File: config.mk
export PLATFORM = sky130hd
export DESIGN_NAME = egpn_edge_sel_flat
export DESIGN_NICKNAME = d
export VERILOG_FILES = /design/src/rtl/egpn_edge_sel_if.sv /design/src/rtl/egpn_edge_sel.sv /design/src/flat_wrapper.sv
export SDC_FILE = /design/constraint.sdc
export NUM_CORES = 1
export LEC_CHECK = 0
export CORE_UTILIZATION = 40
export CTS_BUF_LIST = sky130_fd_sc_hd__clkbuf_8 sky130_fd_sc_hd__clkbuf_16
export CTS_CLUSTER_DIAMETER = 120
export CTS_CLUSTER_SIZE = 8
export DETAILED_ROUTE_END_ITERATION = 16
export GPL_ROUTABILITY_DRIVEN = 0
export PLACE_DENSITY_LB_ADDON = 0.3
export SLEW_MARGIN = 20
export SYNTH_ARGS = -nofsm -noshare
export SYNTH_HDL_FRONTEND = slang
export SYNTH_SLANG_ARGS = --single-unit
File: constraint.sdc
create_clock -name Clock -period 5.5 [get_ports Clock]
set_input_delay 1.1 -clock Clock [delete_from_list [all_inputs] [get_ports Clock]]
set_output_delay 1.1 -clock Clock [all_outputs]
set_load 0.05 [all_outputs]
File: src/rtl/egpn_edge_sel_if.sv
// Signal bundle for egpn_edge_sel: channel inputs, per-channel controls and
// the registered level/pulse outputs with their event counts.
interface egpn_edge_sel_if #(
  parameter int CH     = 4,
  parameter int FILT_W = 4,
  parameter int CNT_W  = 8
);
  logic [CH-1:0]       Sin;
  logic [CH-1:0]       Pol;
  logic [2*CH-1:0]     Mode;
  logic [FILT_W-1:0]   Filt_Len;
  logic                Cnt_Clr;
  logic [CH-1:0]       Sout;
  logic [CH*CNT_W-1:0] Evt_Cnt;

  modport master (
    output Sin, Pol, Mode, Filt_Len, Cnt_Clr,
    input  Sout, Evt_Cnt
  );

  modport slave (
    input  Sin, Pol, Mode, Filt_Len, Cnt_Clr,
    output Sout, Evt_Cnt
  );
endinterface

File: src/rtl/egpn_edge_sel.sv
// Multi-channel edge/polarity selector: synchronise, invert, glitch-filter,
// then emit a level or edge pulse per channel with a saturating event count.
module egpn_edge_sel #(
  parameter int CH          = 4,
  parameter int SYNC_STAGES = 2,
  parameter int FILT_W      = 4,
  parameter int CNT_W       = 8
) (
  input logic           Clock,
  input logic           Reset,
  egpn_edge_sel_if.slave bus
);

  typedef enum logic [1:0] {
    MODE_LEVEL = 2'b00,
    MODE_RISE  = 2'b01,
    MODE_FALL  = 2'b10,
    MODE_BOTH  = 2'b11
  } mode_e;

  localparam logic [CNT_W-1:0]  CNT_MAX  = '1;
  localparam logic [CNT_W-1:0]  CNT_ONE  = CNT_W'(1);
  localparam logic [FILT_W-1:0] FILT_ONE = FILT_W'(1);

  logic [CH-1:0]       sync_q [SYNC_STAGES];
  logic [CH-1:0]       p_q;
  logic [CH-1:0]       f;
  logic [CH-1:0]       f_d;
  logic [FILT_W-1:0]   fcnt [CH];
  logic [CH-1:0]       sout_q;
  logic [CNT_W-1:0]    evt_cnt [CH];

  logic [CH-1:0]       rise;
  logic [CH-1:0]       fall;
  logic [CH-1:0]       sout_d;
  logic [CH-1:0]       evt;
  logic [CH*CNT_W-1:0] evt_flat;

  // Synchroniser chain and polarity register. Pol is folded in after the
  // synchroniser, so toggling it looks exactly like an input transition.
  always_ff @(posedge Clock) begin
    if (!Reset) begin
      // NOTE: sequential state uses non-blocking assignments so every flop
      // samples pre-edge values regardless of statement order.
      // NOTE: the synchroniser array is cleared on reset because a stale
      // stage would otherwise produce a spurious event after release.
      for (int k = 0; k < SYNC_STAGES; k++) sync_q[k] <= '0;
      p_q <= '0;
    end else begin
      sync_q[0] <= bus.Sin;
      for (int k = 1; k < SYNC_STAGES; k++) sync_q[k] <= sync_q[k-1];
      p_q <= sync_q[SYNC_STAGES-1] ^ bus.Pol;
    end
  end

  // Glitch filter: f follows p_q only after Filt_Len+1 consecutive
  // disagreeing cycles; Filt_Len is compared live.
  always_ff @(posedge Clock) begin
    if (!Reset) begin
      f <= '0;
      for (int i = 0; i < CH; i++) fcnt[i] <= '0;
    end else begin
      for (int i = 0; i < CH; i++) begin
        if (p_q[i] == f[i]) begin
          fcnt[i] <= '0;
        end else if (fcnt[i] >= bus.Filt_Len) begin
          f[i]    <= p_q[i];
          fcnt[i] <= '0;
        end else begin
          fcnt[i] <= fcnt[i] + FILT_ONE;
        end
      end
    end
  end

  // Output selection and counted event per channel.
  always_comb begin
    // NOTE: every combinational output gets a default first so no path
    // through the case leaves it unassigned and infers a latch.
    sout_d = '0;
    evt    = '0;
    rise   = f & ~f_d;
    fall   = ~f & f_d;
    for (int i = 0; i < CH; i++) begin
      case (mode_e'(bus.Mode[2*i +: 2]))
        MODE_LEVEL: begin sout_d[i] = f[i];              evt[i] = rise[i];           end
        MODE_RISE:  begin sout_d[i] = rise[i];           evt[i] = rise[i];           end
        MODE_FALL:  begin sout_d[i] = fall[i];           evt[i] = fall[i];           end
        MODE_BOTH:  begin sout_d[i] = rise[i] | fall[i]; evt[i] = rise[i] | fall[i]; end
        default:    begin sout_d[i] = 1'b0;              evt[i] = 1'b0;              end
      endcase
    end
  end

  // Edge-delay, output register and saturating counters share one edge so
  // Evt_Cnt moves together with the Sout pulse it counts.
  always_ff @(posedge Clock) begin
    if (!Reset) begin
      f_d    <= '0;
      sout_q <= '0;
      for (int i = 0; i < CH; i++) evt_cnt[i] <= '0;
    end else begin
      f_d    <= f;
      sout_q <= sout_d;
      for (int i = 0; i < CH; i++) begin
        if (bus.Cnt_Clr)
          evt_cnt[i] <= '0;
        else if (evt[i] && evt_cnt[i] != CNT_MAX)
          evt_cnt[i] <= evt_cnt[i] + CNT_ONE;
      end
    end
  end

  always_comb begin
    evt_flat = '0;
    for (int i = 0; i < CH; i++) evt_flat[CNT_W*i +: CNT_W] = evt_cnt[i];
  end

  assign bus.Sout    = sout_q;
  assign bus.Evt_Cnt = evt_flat;

endmodule

File: src/flat_wrapper.sv
// flat-port wrapper written by rule: the top's interface ports become plain ports
module egpn_edge_sel_flat 
#(
  parameter int CH          = 4,
  parameter int SYNC_STAGES = 2,
  parameter int FILT_W      = 4,
  parameter int CNT_W       = 8
)
  (Clock, Reset, bus_Sin, bus_Pol, bus_Mode, bus_Filt_Len, bus_Cnt_Clr, bus_Sout, bus_Evt_Cnt);
  egpn_edge_sel_if #(.CH(CH), .FILT_W(FILT_W), .CNT_W(CNT_W)) bus_i ();
  input logic Clock;
  input logic Reset;
  input wire logic [$bits(bus_i.Sin)-1:0] bus_Sin;
  input wire logic [$bits(bus_i.Pol)-1:0] bus_Pol;
  input wire logic [$bits(bus_i.Mode)-1:0] bus_Mode;
  input wire logic [$bits(bus_i.Filt_Len)-1:0] bus_Filt_Len;
  input wire logic [$bits(bus_i.Cnt_Clr)-1:0] bus_Cnt_Clr;
  output wire logic [$bits(bus_i.Sout)-1:0] bus_Sout;
  output wire logic [$bits(bus_i.Evt_Cnt)-1:0] bus_Evt_Cnt;
  assign bus_i.Sin = bus_Sin;
  assign bus_i.Pol = bus_Pol;
  assign bus_i.Mode = bus_Mode;
  assign bus_i.Filt_Len = bus_Filt_Len;
  assign bus_i.Cnt_Clr = bus_Cnt_Clr;
  assign bus_Sout = bus_i.Sout;
  assign bus_Evt_Cnt = bus_i.Evt_Cnt;
  egpn_edge_sel #(.CH(CH), .SYNC_STAGES(SYNC_STAGES), .FILT_W(FILT_W), .CNT_W(CNT_W)) u_core (.Clock(Clock), .Reset(Reset), .bus(bus_i));
endmodule
# [Word level (Yosys, flattened, before mapping)]
# Memory sizes are Yosys's and may differ from the RTL's.
# Index checks and enable logic that the tools add are counted.
[word_totals] reg_bits=16 ram_bits=56 wordCells=188 memories=3
[mem_list] name="u_core.evt_cnt" words=4 width=8 rd=4 rd_clocked_by_memory_dff=0 write_ports=4 line_no="egpn_edge_sel.sv:31" source="logic [CNT_W-1:0] evt_cnt [CH];"
[mem_list] name="u_core.fcnt" words=4 width=4 rd=4 rd_clocked_by_memory_dff=0 write_ports=4 line_no="egpn_edge_sel.sv:29" source="logic [FILT_W-1:0] fcnt [CH];"
[mem_list] name="u_core.sync_q" words=2 width=4 rd=2 rd_clocked_by_memory_dff=0 write_ports=2 line_no="egpn_edge_sel.sv:25" source="logic [CH-1:0] sync_q [SYNC_STAGES];"
[op_classes] addsub=8 magnitude_cmp=4 eq_ne=20 mux=95 bitwise=35 n_reduce_logical=16
[ops] op="1-bit 2-to-1 mux" n=65
[ops] op="8-bit 2-to-1 mux" n=8
[ops] op="4-bit 2-to-1 mux" n=14
[ops] op="8-bit by 1-bit adder with 8-bit output (second input constant)" n=4
[ops] op="8-bit inequality test (second input constant)" n=4
[ops] op="1-bit bitwise OR" n=26
[ops] op="4-bit by 1-bit adder with 4-bit output (second input constant)" n=4
[ops] op="2-bit == test (second input constant)" n=8
[ops] op="4-bit >= comparator" n=4
[ops] op="1-bit case mux with 4 select lines" n=4
[ops] op="1-bit case mux with 3 select lines" n=4
[ops] op="4-bit bitwise AND" n=2
[ops] op="2-bit by 1-bit == test with 1-bit output (second input constant)" n=4
[ops] op="2-bit logical NOT" n=4
[ops] op="4-bit NOT" n=2
[ops] op="2-bit AND reduction" n=4
[ops] op="2-bit OR reduction" n=4
[ops] op="1-bit == test" n=4
[ops] op="1-bit logical AND" n=4
[ops] op="1-bit NOT" n=4
[ops] op="4-bit XOR" n=1

# [Logic depth before layout (Yosys ltp)]
# Gate-level depths: netlist (run 1).
[depth] ltp_word=10 depth_mapped=6 ltp_nobuf=6

# [Least setup slack after synthesis (run 1)]
# Ideal clock, no wire load.
[synth_path] path_type="input-to-reg" start="input bus_Mode[4]" end="memory u_core.evt_cnt[2][0], enable pin" setup_ns=0.329 t_arrival_ns=2.084 slack_ns=3.087 path_stages=4 path_buffers=0 path_cell_list="nand2b_4 > a311o_1 > a41o_4 > nand2_1"
[synth_lines] element="from (decl)" line_no="flat_wrapper.sv:15" source="input wire logic [$bits(bus_i.Mode)-1:0] bus_Mode;"
[synth_lines] element="to (decl)" line_no="egpn_edge_sel.sv:31"

==> results of run 1 <==
[worst max path at each step]
stage                                    endpoint  cells after the start   startpoint  slack [ns]
2_1_floorplan  u_core.evt_cnt[2][0]$_SDFFCE_PN0P_                      4  bus_Mode[4]        3.09
3_3_place_gp   u_core.evt_cnt[2][1]$_SDFFCE_PN0P_                      5        Reset        1.95
3_5_place_dp   u_core.evt_cnt[2][0]$_SDFFCE_PN0P_                      5        Reset        1.84
4_1_cts        u_core.evt_cnt[2][0]$_SDFFCE_PN0P_                      5        Reset        2.22
5_1_grt        u_core.evt_cnt[2][3]$_SDFFCE_PN0P_                      5        Reset        2.01
6_report       u_core.evt_cnt[2][0]$_SDFFCE_PN0P_                      5        Reset        2.19
[report_power, final]
group	total (uW)	switching (uW)	internal (uW)
logic	203	121	82.3
clock network	339	183	156
registers	637	28.0	609
total	1180	332	848
[synth_stat cells (all sizes together) (6+ instances only)]
cell type / instances / area, sq um
and3: 7 / 43.8
xor2: 26 / 228
ha: 32 / 400
nand2: 16 / 60.1
o211ai: 6 / 45.0
dfxtp: 24 / 480
xnor2: 14 / 123
edfxtp: 48 / 1440
nor2: 59 / 224
nand2b: 9 / 63.8
and2: 18 / 113
nand3: 19 / 95.1
o21ai: 12 / 60.1
inv: 23 / 86.3
[per-layer routing]
layer  vias to the layer above  GRT usage, %  wire length, microns
met4                         0          6.20                    89
met3                         7          2.34                   248
li1                       1345             -                     -
met1                      1202          19.1                  3300
met2                        50          23.7                  3170
met5                         -             0                     0
[flip-flops by register name, indices dropped and copies added (netlist names)]
signal	cells
u_core.bus.Sout	4
u_core.evt_cnt	32
u_core.f	4
u_core.f_d	4
u_core.fcnt	16
u_core.p_q	4
u_core.sync_q	8
[cell type report]
type                            count  share of cell area, %
Timing Repair Buffer               58                   12.4
Sequential cell                    72                   41.2
Multi-Input combinational cell    261                   38.2
Tap cell                          108                   2.90
Clock buffer                        9                   2.65
Inverter                           23                   1.85
Clock inverter                      7                  0.724
[per-stage QoR]
step	worst slack [ns]	utilization, %	cells
after floorplan	3.09	-	359
after global placement	1.95	50.7	522
after detailed placement	1.84	50.7	522
after CTS	2.22	52.5	538
after global routing	2.01	52.5	538
final	2.19	52.5	538
[logic make-up (layout without fill, tap and decap cells)]
kind of cell | count (synthesis) | after routing | synth area share, %
DFF | 72 | 72 | 51.3
AOI/OAI and AO/OA | 40 | 40 | 9.11
xor gates and xnor gates | 40 | 40 | 9.35
buffers and inverters | 26 | 97 | 2.60
other | 1 | 16 | 0.100
adders and majority gates | 32 | 32 | 10.7
and+or+nand+nor | 133 | 133 | 16.9
==> impl_metrics.json, run 1 <==
{
  "outcome": "finished clean",
  "multi_input_area_sq_um": 1780,
  "slew_violations": 0,
  "wl_per_cell_microns": 12.7,
  "dieArea_sq_um": 9760,
  "regArea_sq_um": 1920,
  "area_growth_pct": 24.5,
  "pin_count": 59,
  "powerDensity_nw_per_um2": 253,
  "crit_slowest_cell": "clkdlybuf4s50_1",
  "cts_setup_buffers": 0,
  "fin_skew_ns": 0.00855,
  "synth_area_per_cell_sq_um": 10.9,
  "power_uw": 1180,
  "wirelength_microns": 6810,
  "cts_root_buf": "clkbuf_8",
  "final_area_sq_um": 4670,
  "finalCritPeriodShare_pct": 60.2,
  "cts_sinks": 72,
  "clkTransAtPathRegs_ns": 0.07,
  "r2r_slack_ns": 3.43,
  "crit_arrival_ns": 3.32,
  "max-slew-margin-rel_pct": 36.6,
  "synth_ff_type": "edfxtp_1",
  "grt-ovfl-total": 0,
  "rsz0062_at_grt": "no",
  "die_h_microns": 98.8,
  "io_buffers": 58,
  "grt_pass1_wl_microns": 11200,
  "whs_endpoint": "u_core.sync_q[0][5]$_SDFF_PN0_",
  "nets": 480,
  "final_cell_mix": "58 x nor2_1, 58 x clkdlybuf4s50_1, 48 x edfxtp_1, 32 x ha_1",
  "antenna_cells": 0,
  "coreArea_sq_um": 8890,
  "p_leak_uw": 0.00184,
  "drc": 0,
  "grt_max_degree": 31,
  "synth_seq_cells": 72,
  "insertion_delay_ns": 0.33,
  "r2r_cells": 5,
  "viasPerCell": 4.84,
  "postPlaceCellArea_sq_um": 4510,
  "synthCells": 344,
  "ant_nets": 0,
  "cts_resized": 0,
  "drive_gt1_share_pct": 5.12,
  "grt_pass1_vias": 2489,
  "r2r_end": "u_core.evt_cnt[2][0]$_SDFFCE_PN0P_",
  "post-dp-hpwl_microns": 5170,
  "min_path_cells": 1,
  "cts_buffers": 9,
  "cts_buffer_depth": 2,
  "crit_path_start_kind": "primary input",
  "drt_iter0_markers": 88,
  "initial_core_util_pct": 42.1,
  "async_flop_share_pct": 0,
  "slowest_delay_ns": 1.09,
  "setup_tns_ns": 0,
  "yosys_warnings": 0,
  "worstSetupPathType": "in -> reg",
  "rr_startpoint": "u_core.f[2]$_SDFFE_PN0P_",
  "required_ns": 5.51,
  "cts_tree": "yes",
  "max_freq_mhz": 302,
  "end_kind": "flop",
  "ctsHoldBuffers": 0,
  "worst_slew_pin_slew_ns": 0.948,
  "finalWorstPathRequiredPeriod_ns": 3.31,
  "hp-start": "u_core.sync_q[0][1]$_SDFF_PN0_",
  "critical_path_buf_inv_count": 1,
  "dieWidth_microns": 98.8,
  "dr.pass1.iters": 4,
  "fillers": 810,
  "maxCapViolCount": 0,
  "num_rows": 34,
  "netlist_area_sq_um": 3750,
  "hold_path_class": "reg -> reg",
  "cp_cell_sequence": "clkdlybuf4s50_1 > nand2b_1 > a311o_1 > a41o_4 > nand2_1",
  "max-vdd-ir-drop_v": 0.000122,
  "vias": 2604,
  "grt_antenna_before_repair": 0,
  "synth_edf_count": 48,
  "h-tree-depth": 3,
  "critPathMaxFanout": 30,
  "gr-usage-all-layers_pct": 14.5,
  "setup_viol": 0,
  "final_hold_viol_count": 0,
  "fin_hold_ws_ns": 0.440,
  "cpLargestDelayFamily": "buffers and inverters",
  "seq_area_frac_synth_pct": 51.3,
  "synth.distinct_cells": 34
}
(Power assumes the default switching activity.)
==> run 2: changes to the inputs <==
==> constraint.sdc (replaced) <==
create_clock -name Clock -period 2.9 [get_ports Clock]
set_input_delay 0.58 -clock Clock [delete_from_list [all_inputs] [get_ports Clock]]
set_output_delay 0.58 -clock Clock [all_outputs]
set_load 0.05 [all_outputs]
==> run 2 against run 1 <==
- core utilization rose by 0.80 points
- worst hold slack got worse by 0.0019 ns
- wire length rose by 1.3%
==> impl_metrics.json, run 2 (synthesized netlist as in run 1, its figures left out) <==
{
  "cts_buffer_depth": 2,
  "grt_pass1_vias": 2615,
  "antenna_cells": 0,
  "drt_iter0_markers": 58,
  "grt_pass1_wl_microns": 11800,
  "fin_skew_ns": 0.00735,
  "die_h_microns": 98.8,
  "gr-usage-all-layers_pct": 15.3,
  "h-tree-depth": 3,
  "grt_max_degree": 30,
  "wirelength_microns": 6890,
  "end_kind": "output pin",
  "switching_share_pct": 27.8,
  "maxCapViolCount": 0,
  "ctsHoldBuffers": 0,
  "setup_tns_ns": 0,
  "finalNonFillerCells": 540,
  "area_growth_pct": 26.4,
  "r2r_cells": 5,
  "slowest_delay_ns": 0.85,
  "pin_count": 59,
  "cts_setup_buffers": 0,
  "grt_use_met1_pct": 19.4,
  "outcome": "finished clean",
  "cts_resized": 0,
  "cts_sinks": 72,
  "insertion_delay_ns": 0.34,
  "viasPerCell": 4.85,
  "critical_path_buf_inv_count": 1,
  "clockPowerShare_pct": 34.8,
  "power_frac_comb_pct": 15.8,
  "dr.pass1.iters": 4,
  "finalCritPeriodShare_pct": 77.0,
  "final_hold_viol_count": 0,
  "finalWorstPathRequiredPeriod_ns": 2.23,
  "final_cell_mix": "58 x nor2_1, 58 x clkdlybuf4s50_1, 48 x edfxtp_1, 32 x ha_1, 26 x xor2_1",
  "p_int_uw": 1760,
  "ant_nets": 0,
  "max-vdd-ir-drop_v": 0.000249,
  "nets": 482,
  "setup_viol": 0,
  "grt_antenna_before_repair": 0,
  "busiest_layer": "met2",
  "critPathMaxFanout": 6,
  "grt_use_met3_pct": 2.91,
  "cp_num_cells": 1,
  "p_sw_uw": 681,
  "min_path_cells": 1,
  "cts_root_buf": "clkbuf_8",
  "largest_register": "u_core.evt_cnt",
  "required_ns": 2.32,
  "p_leak_uw": 0.00186,
  "pwr-share-seq_pct": 49.4,
  "crit_path_start_kind": "flop",
  "slew_violations": 0,
  "hold_path_class": "reg -> reg",
  "top_regs": "u_core.evt_cnt: 32 flops, u_core.fcnt: 16 flops, u_core.sync_q: 8 flops",
  "crit_arrival_ns": 1.65,
  "worst_slew_pin_slew_ns": 0.647,
  "io_buffers": 58,
  "clkTransAtPathRegs_ns": 0.08,
  "grt-ovfl-total": 0,
  "powerDensity_nw_per_um2": 516,
  "grtUsageMet2_pct": 25.6,
  "dieArea_sq_um": 9760,
  "max-slew-margin-rel_pct": 56.8,
  "drive_gt1_share_pct": 6.25,
  "cts_tree": "yes",
  "post-dp-hpwl_microns": 5110,
  "worstSetupPathType": "reg -> out",
  "initial_core_util_pct": 42.1,
  "dieWidth_microns": 98.8,
  "largest_reg_flops": 32,
  "wl_per_cell_microns": 12.8,
  "drc": 0,
  "cp_cell_sequence": "clkdlybuf4s50_1",
  "coreArea_sq_um": 8890,
  "crit_slowest_cell": "clkdlybuf4s50_1",
  "num_rows": 34,
  "cts_buffers": 9,
  "vias": 2621,
  "cpLargestDelayFamily": "buffers and inverters",
  "dp.cells": 524,
  "max_freq_mhz": 448,
  "rsz0062_at_grt": "no"
}
-- run 2: final timing paths --
check | start | to | slack [ns]
worst min register to register | u_core.sync_q[0][0]$_SDFF_PN0_ | u_core.sync_q[0][4]$_SDFF_PN0_ | 0.44
worst min-delay path | u_core.sync_q[0][0]$_SDFF_PN0_ | u_core.sync_q[0][4]$_SDFF_PN0_ | 0.44
worst max-delay path | u_core.evt_cnt[2][0]$_SDFFCE_PN0P_ | bus_Evt_Cnt[16] | 0.67
worst max register to register | u_core.f[2]$_SDFFE_PN0P_ | u_core.evt_cnt[2][5]$_SDFFCE_PN0P_ | 0.81
-- run 2: final cells by class --
| class | count | area [sq um] |
|---|---|---|
| Sequential cell | 72 | 1920 |
| Tap cell | 108 | 135 |
| Multi-Input combinational cell | 261 | 1780 |
| Clock inverter | 6 | 65.1 |
| Inverter | 23 | 86.3 |
| Clock buffer | 10 | 149 |
| Fill cell | 791 | 4150 |
| Timing Repair Buffer | 60 | 596 |
-- run 2: stage by stage --
step	hold slack, ns	instance area (sq um)	utilization [%]	setup WS, ns	total power, uW
global route	0.449	4740	53.3	0.585	2560
detailed placement	0.422	4520	50.9	0.340	1620
CTS	0.442	4740	53.3	0.640	2470
floorplan	0.412	3800	-	0.982	1480
global placement	0.421	4520	50.9	0.362	1610
finish	0.438	4740	53.3	0.668	2440
-- run 2: power groups by stage --
stage | Clock (uW) | Combinational [uW] | Sequential (uW)
4_1_cts | 866 | 389 | 1210
5_1_grt | 919 | 423 | 1220
6_report | 850 | 385 | 1210
3_3_place_gp | 0 | 380 | 1230
3_5_place_dp | 0 | 386 | 1230
2_1_floorplan | 0 | 155 | 1320
-- run 2: worst register-to-register path: cells and delay by family (launching register included) --
kind	cells	cell delay [ns]
compound gates	2	0.65
fa+ha+maj	1	0.26
flops	1	0.42
simple gates	2	0.44
-- run 2: routing by layer --
layer | wire length [microns] | vias up
li1 | - | 1347
met1 | 3330 | 1205
met2 | 3220 | 56
met3 | 229 | 13
met4 | 116 | 0
met5 | 0 | -
==> run 3: changes to the inputs <==
==> constraint.sdc (replaced) <==
create_clock -name Clock -period 2 [get_ports Clock]
set_input_delay 0.4 -clock Clock [delete_from_list [all_inputs] [get_ports Clock]]
set_output_delay 0.4 -clock Clock [all_outputs]
set_load 0.05 [all_outputs]
==> run 3 against run 2 <==
- first-iteration DRC count increased by 17%
- sequential share of layout area fell by 1.2 points
- flip-flop and latch count stayed put
- clock skew up 0.0040 ns
- non-clock buffer count up 23
- critical path depth unchanged
- highest routed layer unchanged
==> impl_metrics.json, run 3 (synthesized netlist as in run 1, its figures left out) <==
{
  "area_growth_pct": 30.4,
  "largest_register": "u_core.evt_cnt",
  "maxCapViolCount": 0,
  "num_rows": 34,
  "max-slew-margin-rel_pct": 66.3,
  "slowest_delay_ns": 0.82,
  "drt_iter0_markers": 68,
  "largest_reg_flops": 32,
  "dr.pass1.iters": 4,
  "busiest_layer": "met2",
  "grt_use_met1_pct": 20.0,
  "crit_slowest_cell": "clkdlybuf4s50_1",
  "setup_viol": 0,
  "viasPerCell": 4.79,
  "hp-start": "u_core.sync_q[0][0]$_SDFF_PN0_",
  "power_uw": 3400,
  "cts_buffers": 9,
  "hold_path_class": "reg -> reg",
  "cp_num_cells": 1,
  "min_path_cells": 1,
  "vias": 2694,
  "dieWidth_microns": 98.8,
  "pwr-share-seq_pct": 51.5,
  "grtUsageMet2_pct": 25.4,
  "switching_share_pct": 28.8,
  "r2r_slack_ns": 0.09,
  "p_leak_uw": 0.00213,
  "top_regs": "u_core.evt_cnt: 32 flops, u_core.fcnt: 16 flops, u_core.sync_q: 8 flops",
  "coreArea_sq_um": 8890,
  "antenna_cells": 0,
  "wirelength_microns": 7040,
  "gr-usage-all-layers_pct": 15.4,
  "crit_arrival_ns": 1.55,
  "critical_path_buf_inv_count": 1,
  "worst_slew_pin_slew_ns": 0.505,
  "cp_cell_sequence": "clkdlybuf4s50_1",
  "finalWorstPathRequiredPeriod_ns": 1.95,
  "max-vdd-ir-drop_v": 0.000301,
  "p_int_uw": 2420,
  "crit_path_start_kind": "flop",
  "ant_nets": 0,
  "power_frac_comb_pct": 17.7,
  "final_hold_viol_count": 0,
  "worstSetupPathType": "reg -> out",
  "pin_count": 59,
  "nets": 505,
  "cts_setup_buffers": 0,
  "p_sw_uw": 981,
  "post-dp-hpwl_microns": 5250,
  "grt_antenna_before_repair": 0,
  "rsz0062_at_grt": "no",
  "cts_root_buf": "clkbuf_8",
  "grt_pass1_wl_microns": 11900,
  "grt_max_degree": 29,
  "cts_sinks": 72,
  "grt_use_met3_pct": 2.98,
  "clockPowerShare_pct": 30.8,
  "initial_core_util_pct": 42.1,
  "drc": 0,
  "io_buffers": 58,
  "wl_per_cell_microns": 12.5,
  "cts_tree": "yes",
  "h-tree-depth": 3,
  "outcome": "finished clean",
  "critPathMaxFanout": 3,
  "r2r_cells": 6,
  "drive_gt1_share_pct": 12.7,
  "clkTransAtPathRegs_ns": 0.08,
  "cts_buffer_depth": 2,
  "finalCritPeriodShare_pct": 97.4,
  "end_kind": "output pin",
  "required_ns": 1.60,
  "rr_startpoint": "u_core.f[2]$_SDFFE_PN0P_",
  "grt_pass1_vias": 2589,
  "dieArea_sq_um": 9760,
  "slew_violations": 0,
  "fin_skew_ns": 0.0114,
  "grt-ovfl-total": 0,
  "final_cell_mix": "58 x nor2_1, 48 x edfxtp_1, 32 x ha_1, 32 x clkdlybuf4s50_1, 31 x buf_4",
  "powerDensity_nw_per_um2": 696,
  "whs_endpoint": "u_core.sync_q[0][4]$_SDFF_PN0_",
  "cpLargestDelayFamily": "buffers and inverters",
  "setup_tns_ns": 0,
  "mostFrequentLayoutCell": "nor2_1",
  "insertion_delay_ns": 0.34,
  "r2r_end": "u_core.evt_cnt[2][1]$_SDFFCE_PN0P_",
  "die_h_microns": 98.8,
  "max_freq_mhz": 513
}
==> run 3: cell types whose count changed in the layout (fill, tap and decap cells not counted), sizes merged <==
cell and delta:
buf +29, clkinv +1, dlygate4sd2 +12, dlymetal6s2s +8
clkdlybuf4s50 -26, bufinv -1
==> run 3: area by class of cell <==
| class | instances | area (sq um) |
|---|---|---|
| clock buffer | 10 | 138 |
| tap | 108 | 135 |
| inverter | 23 | 86.3 |
| sequential | 72 | 1920 |
| timing repair buffer | 83 | 758 |
| multi-input combinational | 261 | 1800 |
| clock inverter | 6 | 43.8 |
| fill | 800 | 4000 |
==> run 3: what timing repair did <==
item / CTS / global route
pin swaps: 0 / 3
hold buffers: 0 / 0
gates resized for setup: 12 / 11
endpoints found under the setup margin: 12 / 34
hold endpoints to repair: 0 / 0
cloned: 0 / 0
==> run 3: metal layers <==
metal	vias to the layer above	share of wire [%]
met1	1237	48
met2	49	48
met3	8	3.4
met4	0	1.1
met5	-	0
li1	1400	-
==> run 3: how the worst max path moves through the flow <==
stage | endpoint | slack, ns | start
2_1_floorplan | u_core.evt_cnt[2][0]$_SDFFCE_PN0P_ | 0.08 | u_core.f_d[2]$_SDFF_PN0_
3_3_place_gp | u_core.fcnt[1][3]$_SDFFCE_PN0P_ | -0.32 | bus_Filt_Len[0]
3_5_place_dp | u_core.fcnt[2][2]$_SDFFCE_PN0P_ | -0.35 | bus_Filt_Len[0]
4_1_cts | u_core.fcnt[3][2]$_SDFFCE_PN0P_ | 0.005 | bus_Filt_Len[0]
5_1_grt | bus_Evt_Cnt[9] | 0.0002 | u_core.evt_cnt[1][1]$_SDFFCE_PN0P_
6_report | bus_Evt_Cnt[7] | 0.05 | u_core.evt_cnt[0][7]$_SDFFCE_PN0P_
==> run 3: power groups by stage <==
stage | logic (uW) | clock network [uW] | registers (uW)
finish | 603 | 1050 | 1750
global route | 656 | 1160 | 1770
CTS | 602 | 1090 | 1750
detailed placement | 608 | 0 | 1790
global placement | 597 | 0 | 1790
floorplan | 225 | 0 | 1920
==> run 3: metrics by stage <==
stage | util (%) | cell area [sq um] | setup WS, ns | std cells | hold WS (ns)
detailed placement | 52.6 | 4680 | -0.345 | 547 | 0.429
CTS | 54.5 | 4850 | 0.00465 | 563 | 0.449
global route | 55.0 | 4890 | 0.000229 | 563 | 0.475
floorplan | - | 3800 | 0.0821 | 359 | 0.412
global placement | 52.6 | 4680 | -0.318 | 547 | 0.418
finish | 55.0 | 4890 | 0.0519 | 563 | 0.444
